==> config.mk <==
export PLATFORM = sky130hd
export DESIGN_NAME = voice_allocator
export DESIGN_NICKNAME = d
export VERILOG_FILES = /design/src/rtl/voice_allocator.sv
export SDC_FILE = /design/constraint.sdc
export NUM_CORES = 1
export LEC_CHECK = 0
export BUFFER_PORTS_ARGS = -buffer_cell sky130_fd_sc_hd__buf_2
export CAP_MARGIN = 20
export CORE_MARGIN = 2
export CORE_UTILIZATION = 45
export DETAILED_ROUTE_END_ITERATION = 10
export SLEW_MARGIN = 30
export SYNTH_ARGS = -nofsm -noshare
export SYNTH_HDL_FRONTEND = slang
export SYNTH_SLANG_ARGS = --single-unit
==> constraint.sdc <==
create_clock -name clk -period 6.68 [get_ports clk]
set_input_delay 1.336 -clock clk [delete_from_list [all_inputs] [get_ports clk]]
set_output_delay 1.336 -clock clk [all_outputs]
set_load 0.03 [all_outputs]
==> src/rtl/voice_allocator.sv <==
// Polyphonic voice allocator: key events -> per-voice key/gate/trigger, retrigger > free > steal oldest.
// Latency: outputs update NUM_VOICES+1 cycles after acceptance (serial scan, then commit).
// Backpressure: ev_ready is low from acceptance until commit, giving one event per NUM_VOICES+2 cycles.
module voice_allocator #(
    parameter int NUM_VOICES = 8,
    parameter int KEY_W      = 8,
    parameter int AGE_W      = 8
) (
    input  logic                                  clk,
    input  logic                                  reset_n,
    input  logic                                  ev_valid,
    output logic                                  ev_ready,
    input  logic                                  ev_on,
    input  logic [KEY_W-1:0]                      ev_key,
    output logic [NUM_VOICES*KEY_W-1:0]           voice_key,
    output logic [NUM_VOICES-1:0]                 voice_gate,
    output logic [NUM_VOICES-1:0]                 voice_trigger,
    output logic [$clog2(NUM_VOICES+1)-1:0]       active_count
);
    localparam int IW = $clog2(NUM_VOICES);
    localparam int CW = $clog2(NUM_VOICES+1);

    localparam logic [1:0] S_IDLE   = 2'd0;
    localparam logic [1:0] S_SCAN   = 2'd1;
    localparam logic [1:0] S_COMMIT = 2'd2;

    logic [1:0]                            state;
    logic [IW-1:0]                         idx;
    logic                                  lat_on;
    logic [KEY_W-1:0]                      lat_key;
    logic                                  match_vld, free_vld, old_vld;
    logic [IW-1:0]                         match_idx, free_idx, old_idx;
    logic [AGE_W-1:0]                      old_age;
    logic [NUM_VOICES-1:0][KEY_W-1:0]      keys;
    logic [NUM_VOICES-1:0][AGE_W-1:0]      ages;
    logic [NUM_VOICES-1:0]                 gates;
    logic [NUM_VOICES-1:0]                 trig;
    logic [CW-1:0]                         cnt;

    logic                                  tgt_vld;
    logic [IW-1:0]                         tgt_idx;
    logic                                  rel_vld;
    logic [NUM_VOICES-1:0]                 gate_nxt;
    logic [CW-1:0]                         cnt_nxt;
    logic                                  cur_gate;
    logic [KEY_W-1:0]                      cur_key;
    logic [AGE_W-1:0]                      cur_age;

    assign ev_ready      = (state == S_IDLE);
    assign voice_key     = keys;
    assign voice_gate    = gates;
    assign voice_trigger = trig;
    assign active_count  = cnt;

    assign cur_gate = gates[idx];
    assign cur_key  = keys[idx];
    assign cur_age  = ages[idx];

    // Commit decision and the next gate vector, so active_count tracks gates on the same edge.
    always_comb begin
        tgt_vld = 1'b0;
        tgt_idx = '0;
        rel_vld = 1'b0;
        if (state == S_COMMIT) begin
            if (lat_on) begin
                tgt_vld = match_vld | free_vld | old_vld;
                if (match_vld)     tgt_idx = match_idx;
                else if (free_vld) tgt_idx = free_idx;
                else               tgt_idx = old_idx;
            end else begin
                rel_vld = match_vld;
            end
        end
        gate_nxt = gates;
        if (tgt_vld) gate_nxt[tgt_idx] = 1'b1;
        if (rel_vld) gate_nxt[match_idx] = 1'b0;
        cnt_nxt = '0;
        for (int i = 0; i < NUM_VOICES; i++) cnt_nxt = cnt_nxt + CW'(gate_nxt[i]);
    end

    always_ff @(posedge clk or negedge reset_n) begin
        if (!reset_n) begin
            state     <= S_IDLE;
            idx       <= '0;
            lat_on    <= 1'b0;
            lat_key   <= '0;
            match_vld <= 1'b0;
            free_vld  <= 1'b0;
            old_vld   <= 1'b0;
            match_idx <= '0;
            free_idx  <= '0;
            old_idx   <= '0;
            old_age   <= '0;
            keys      <= '0;
            ages      <= '0;
            gates     <= '0;
            trig      <= '0;
            cnt       <= '0;
        end else begin
            trig  <= '0;
            gates <= gate_nxt;
            cnt   <= cnt_nxt;
            case (state)
                S_IDLE: begin
                    // Key code 0 means "no key" and is swallowed without a scan.
                    if (ev_valid && ev_key != '0) begin
                        lat_on    <= ev_on;
                        lat_key   <= ev_key;
                        idx       <= '0;
                        match_vld <= 1'b0;
                        free_vld  <= 1'b0;
                        old_vld   <= 1'b0;
                        state     <= S_SCAN;
                    end
                end
                S_SCAN: begin
                    if (!match_vld && cur_gate && cur_key == lat_key) begin
                        match_vld <= 1'b1;
                        match_idx <= idx;
                    end
                    if (!free_vld && !cur_gate) begin
                        free_vld <= 1'b1;
                        free_idx <= idx;
                    end
                    // Strict compare keeps the lowest index on equal ages.
                    if (cur_gate && (!old_vld || cur_age > old_age)) begin
                        old_vld <= 1'b1;
                        old_idx <= idx;
                        old_age <= cur_age;
                    end
                    idx <= idx + IW'(1);
                    if (idx == IW'(NUM_VOICES-1)) state <= S_COMMIT;
                end
                S_COMMIT: begin
                    state <= S_IDLE;
                    if (tgt_vld) begin
                        keys[tgt_idx] <= lat_key;
                        trig[tgt_idx] <= 1'b1;
                        for (int i = 0; i < NUM_VOICES; i++) begin
                            if (IW'(i) == tgt_idx)
                                ages[i] <= '0;
                            else if (gates[i] && ages[i] != {AGE_W{1'b1}})
                                ages[i] <= ages[i] + AGE_W'(1);
                        end
                    end
                end
                default: state <= S_IDLE;
            endcase
        end
    end
endmodule

Word-level counts from Yosys, hierarchy flattened
Index checks and enable logic that the tools add are counted.
Storage, ports and cells
  bits in registers: 182
  output and inout port bits: 85
Operators by class
  add/sub/neg operators: 16
  $lt $le $gt $ge: 6
  equal/unequal tests: 24
  mux-type cells: 53
  bitwise gates (word level): 5
  reduce and logical (&&, ||, !) cells: 50
Operators by type and width (number)
  8-bit 2-to-1 mux: 23
  8-bit by 1-bit adder with 8-bit output (second input constant): 8
  64-bit bitwise mux: 1
  8-bit != test (second input constant): 8
  8-bit binary-select mux with 3-bit select: 2
  3-bit AND reduction: 11
  8-bit demux with 3-bit select: 1
  2-bit nonzero test: 9
  4-bit by 1-bit adder with 4-bit output: 4
  1-bit logical AND: 15
  3-bit 2-to-1 mux: 5
  2-bit AND reduction: 7
  3-bit == test (first input constant): 4
  3-bit by 4-bit < comparator with 1-bit output (second input constant): 3
  1-bit 2-to-1 mux: 11
  8-bit AND: 1
  8-bit == test: 1
  8-bit greater-than comparator: 1
  2-bit != test (second input constant): 4
  8-bit NOT: 1
  8-bit bitwise OR: 1
  8-bit nonzero test: 1
  1-bit demux with 3-bit select: 2
  2-bit by 3-bit == test with 1-bit output (first input constant): 2
  other kinds (20): 28

Longest topological paths before layout
  depth in word-level cells: 19
  gate-level depth with buffers: 17
  mapped depth without buffers: 15

Worst setup path before layout
No wires, ideal clock.
  kind: flip-flop to flip-flop
  from: reg free_vld
  to: reg cnt[2] (netlist: active_count[2])
  setup time: 0.123 ns
  data arrival time: 4.202 ns
  data required time: 6.557 ns
  slack: 2.356 ns
  stages on the path, launching flop included: 18
  path buffers: 3
  clock period less this slack: 4.324 ns
  cell sequence: dfrtp_1 > buf_2 > mux2_2 > o21ai_2 > and4b_1 > buf_2 > buf_2 > nor2_1 > a21oi_1 > fa_1 > inv_1 > fa_1 > fa_1 > inv_1 > ha_1 > inv_1 > fa_1 > xnor2_1
Between the ends
  longest elaborated chain between the ends: 19
RTL lines
  start, declared: line 31  | logic match_vld, free_vld, old_vld;
  start signal, assigned: line 88  | free_vld <= 1'b0;
  start signal, assigned: line 111  | free_vld <= 1'b0;
  start signal, assigned: line 122  | free_vld <= 1'b1;
  3-bit 2-to-1 mux: line 68  | else if (free_vld) tgt_idx = free_idx;
  3-bit 2-to-1 mux: line 67  | if (match_vld) tgt_idx = match_idx;
  3-bit 2-to-1 mux: line 65  | if (lat_on) begin
  3-bit 2-to-1 mux: line 64  | if (state == S_COMMIT) begin
  3-bit by 4-bit < comparator with 1-bit output (not written as such) / 3-bit by 1-bit greater-or-equal comparator with 1-bit output (equally long branches): line 75  | if (tgt_vld) gate_nxt[tgt_idx] = 1'b1;
  1-bit logical AND (not written as such): line 75
  1-bit 2-to-1 mux (not written as such): line 75
  1-bit demux with 3-bit select: line 75
  [2 not listed]
  8-bit AND (no line)
  8-bit 2-to-1 mux (*): line 76  | if (rel_vld) gate_nxt[match_idx] = 1'b0;
  named net gate_nxt[0]: line 43  | logic [NUM_VOICES-1:0] gate_nxt;
  1-bit by 1-bit adder with 2-bit output (*): line 78  | for (int i = 0; i < NUM_VOICES; i++) cnt_nxt = cnt_nxt + CW'(gate_nxt[i]);
  2-bit by 1-bit adder with 3-bit output (*): line 78
  3-bit by 1-bit adder with 4-bit output (*): line 78
  4-bit by 1-bit adder with 4-bit output (*) (4 in a row): line 78
  named net cnt_nxt[2]: line 44  | logic [CW-1:0] cnt_nxt;
  end signal, assigned: line 102  | cnt <= cnt_nxt;
  end, declared: line 38  | logic [CW-1:0] cnt;
Mark *: on every way through the listed nets, which the timed path passes. The rest lies on a longest branch.
A chain may end at the register's enable or synchronous reset.

Final worst setup path
Same ends and word-level chain as after synthesis.

==> metrics.md <==
| Metric | Value |
|---|---|
| Post-CTS Setup Bufs | 0 |
| Crit path time final | 4.67 ns |
| Finished Layout Cells | 1188 |
| Clock Skew | 0.0165 ns |
| Post-layout net count | 942 |
| Required time worst endpoint | 7.00 ns |
| Final worst-path cycle share | 69.9% |
| Power Dens Cells | 298 nW/um^2 |
| RSZ-0062 raised after global routing | false |
| Port bufs | 96 |
| Cell mode on critical path | fa_1 |
| Vias per Instance | 5.64 |
| Die area | 21800 sq um |
| Worst path cell trace | nor3_1, nand2b_1, nor2_1, nand2_1, inv_2, o32a_1, fa_1, inv_1, fa_1, fa_1, inv_1, ha_1, inv_1, fa_1, xnor2_1 |
| Starting Density | 46.0% |
| Wirelength, routed | 23.1 mm |
| Cells after DPL | 1156 |
| Initial antenna violation count | 1 |
| Die Y-Extent | 148 um |
| Status | finished clean |
| Mapped Cells | 819 |
| Post-route DRC | 0 |
| Grt total ovfl | 0 |
| Setup TNS Final | 0 ns |
| Worst skew pair latency | 0.44 ns |
| Row count | 52 |
| Critical path peak fanout | 17 |
| Longest Clk Path Bufs | 2 |
| Most used DFF post-synth | dfrtp_1 |
| Vias in the first global route | 6478 |
| Fin. max-slew vios | 0 |
| R2R depth | 15 |
| CTS Buf Count | 17 |
| Net Count, Synth | 856 |
| Root buf cell | clkbuf_16 |
| Max-slew headroom | 38.3% |
| CP max stage cell | dfrtp_1 |
| Setup CP Type | reg2reg |
| Routed via count | 6705 |
| Max_cap viols | 0 |
| Post-synthesis register bit count | 182 |
| Hold WC Path Type | reg2reg |
| Synth top area cells | dfrtp_1, mux2_2, mux4_2 |
| Area grow syn2layout | 14.3% |
| Worst Setup Start Kind | flop |
| Post-route ant nets | 0 |
| CP arrival | 4.99 ns |
| Core region area | 20200 sq um |
| Pleak | 5.36 nW |
| Mapped Area | 9300 sq um |
| Drt first pass iters | 5 |
| Maximum clock frequency | 214 MHz |
| # IOs | 97 |
| Final setup violation count | 0 |
| Hold Buf Count CTS | 0 |
| Critical Path Stages | 15 |
| CP top delay family | adder cells |
| Largest net degree at the start of global routing | 78 |
| Ant diodes | 0 |
| CTS clk-pin slew, worst paths | 0.07 ns |
| Slew @ Worst Pin | 0.922 ns |
| CTS tree | yes |
| Slowest stage delay, CP | 0.51 ns |
| Final RePlAce weighted congestion | 0.899 |
| CTS-repair resized insts | 0 |
| Crit. End Element | flop |
| Sequential area share after synthesis | 49.0% |
| Synth top area share | 49.0% |
| Number of distinct library cells after synthesis | 54 |
| VDD IR max | 161 uV |
| DIE WIDTH | 148 um |
| Hold path cells | 2 |
| H-tree levels | 4 |
| Detailed-placement wirelength estimate | 16.0 mm |
| Gr usage total | 21.9% |
| Syn avg cell area | 11.4 sq um |
| 1st-iter DRT viols | 411 |
| Yosys top cell by area | dfrtp_1 |
| Post-synth EDFFs | 0 |
| Asr flop ratio synth | 100% |
| WP buf/inv | 4 |
| Layout cells sized above 1 | 28.5% |
| Synth warn | 0 |
| TritonCTS Sinks | 182 |
| Wirelength per Cell | 19.5 um |
| First-pass GRT wire length | 36.7 mm |
| Final hold viol count | 0 |
[cell type report]
cell class                 count  area [sq um]
clock buffer                  17           425
clock inverter                15           158
fill                        1792          9600
inverter                      28           105
multi-input combinational    568          4470
sequential                   182          4560
tap                          270           338
timing repair buffer         108           579
[cell families (layout without fill, tap and decap cells)]
group / count (synthesis) / after routing / share of synthesized area [%]
simple gates: 277 / 277 / 14.3
compound gates: 92 / 92 / 6.77
buf+inv: 69 / 168 / 2.96
flops: 182 / 182 / 49.0
mux: 130 / 130 / 19.1
xor+xnor: 44 / 44 / 4.14
fa+ha+maj: 25 / 25 / 3.69
[state kept, by name (all words and copies together) (netlist names), 2 cells and up]
| name | cells |
|---|---|
| old_idx | 3 |
| voice_key | 64 |
| voice_gate | 8 |
| ages | 64 |
| free_idx | 3 |
| match_idx | 3 |
| lat_key | 8 |
| idx | 3 |
| state | 2 |
| voice_trigger | 8 |
| old_age | 8 |
| active_count | 4 |
[cells in the mapped netlist, types with 4 or more instances]
master and count:
inv_1 25, nor3_1 7, nand4_1 20, or3_1 13, xor2_1 39, o211a_1 9, clkbuf_1 24, ha_1 21
mux4_2 30, xnor2_1 5, nand2_1 119, o31ai_1 4, buf_1 4, buf_2 13, dfrtp_1 182, a21oi_1 19
mux2i_1 26, o22ai_1 4, o21ai_0 31, nand2b_1 8, nor2_1 56, nand3_1 22, and3_1 9, mux2_2 71
fa_1 4, nor2b_1 5
[worst register-to-register path, cell delays in order, from the launching register on]
cell and delay, ns:
dfrtp_1 0.51, nor3_1 0.32, nand2b_1 0.46, nor2_1 0.13, nand2_1 0.36, inv_2 0.27, o32a_1 0.27, fa_1 0.50
inv_1 0.05, fa_1 0.49, fa_1 0.41, inv_1 0.08, ha_1 0.16, inv_1 0.05, fa_1 0.37, xnor2_1 0.13
[metal layers]
metal / vias to the layer above / wire [um] / track usage, %
met4: 0 / 313 / 4.86
met3: 17 / 1110 / 3.86
li1: 3082 / - / -
met5: - / 0 / 0
met2: 160 / 11000 / 34.4
met1: 3446 / 10700 / 32.3
[stage by stage]
step	total power, W	hold slack (ns)	util, %	setup WS (ns)	cell area [sq um]
CTS	0.00320	0.507	52.5	2.01	10600
global placement	0.00218	0.488	49.7	2.13	10000
finish	0.00317	0.509	52.5	2.01	10600
detailed placement	0.00219	0.486	49.7	2.02	10000
floorplan	0.00196	0.466	-	2.36	9300
global route	0.00332	0.525	52.5	1.80	10600
[cells in the final DEF (no fill, tap or decap), drive strengths merged, types with 3 or more instances in the layout]
| cell | instances |
|---|---|
| nor4 | 4 |
| o2111ai | 5 |
| fa | 4 |
| buf | 107 |
| o31ai | 4 |
| a21oi | 19 |
| mux2 | 74 |
| o32a | 3 |
| nor3 | 10 |
| xnor2 | 5 |
| a31o | 3 |
| nor2b | 5 |
| or3 | 13 |
| o21ai | 32 |
| nor2 | 56 |
| o211ai | 3 |
| o22ai | 4 |
| clkbuf | 18 |
| ha | 21 |
| o211a | 9 |
| clkinv | 6 |
| nor3b | 3 |
| xor2 | 39 |
| dfrtp | 182 |
| and3 | 9 |
| inv | 37 |
| nand2b | 8 |
| nand4 | 20 |
| mux4 | 30 |
| nand2 | 119 |
| mux2i | 26 |
| nand3 | 22 |
[final timing paths]
kind	startpoint	end	slack [ns]
min in group asynchronous	reset_n	voice_trigger[5]	0.92
worst min-delay path	voice_key[22]	voice_key[22]	0.51
max in group asynchronous	reset_n	idx[0]	4.53
worst max-delay path	free_vld	active_count[2]	2.01
worst min register to register	voice_key[22]	voice_key[22]	0.51
worst max register to register	free_vld	active_count[2]	2.01
[power breakdown]
| part | internal [W] | switching [W] |
|---|---|---|
| registers | 0.00120 | 0.000216 |
| clock network | 0.000503 | 0.000494 |
| logic | 0.000315 | 0.000436 |
No activity file was read; power rests on OpenSTA's default activity.
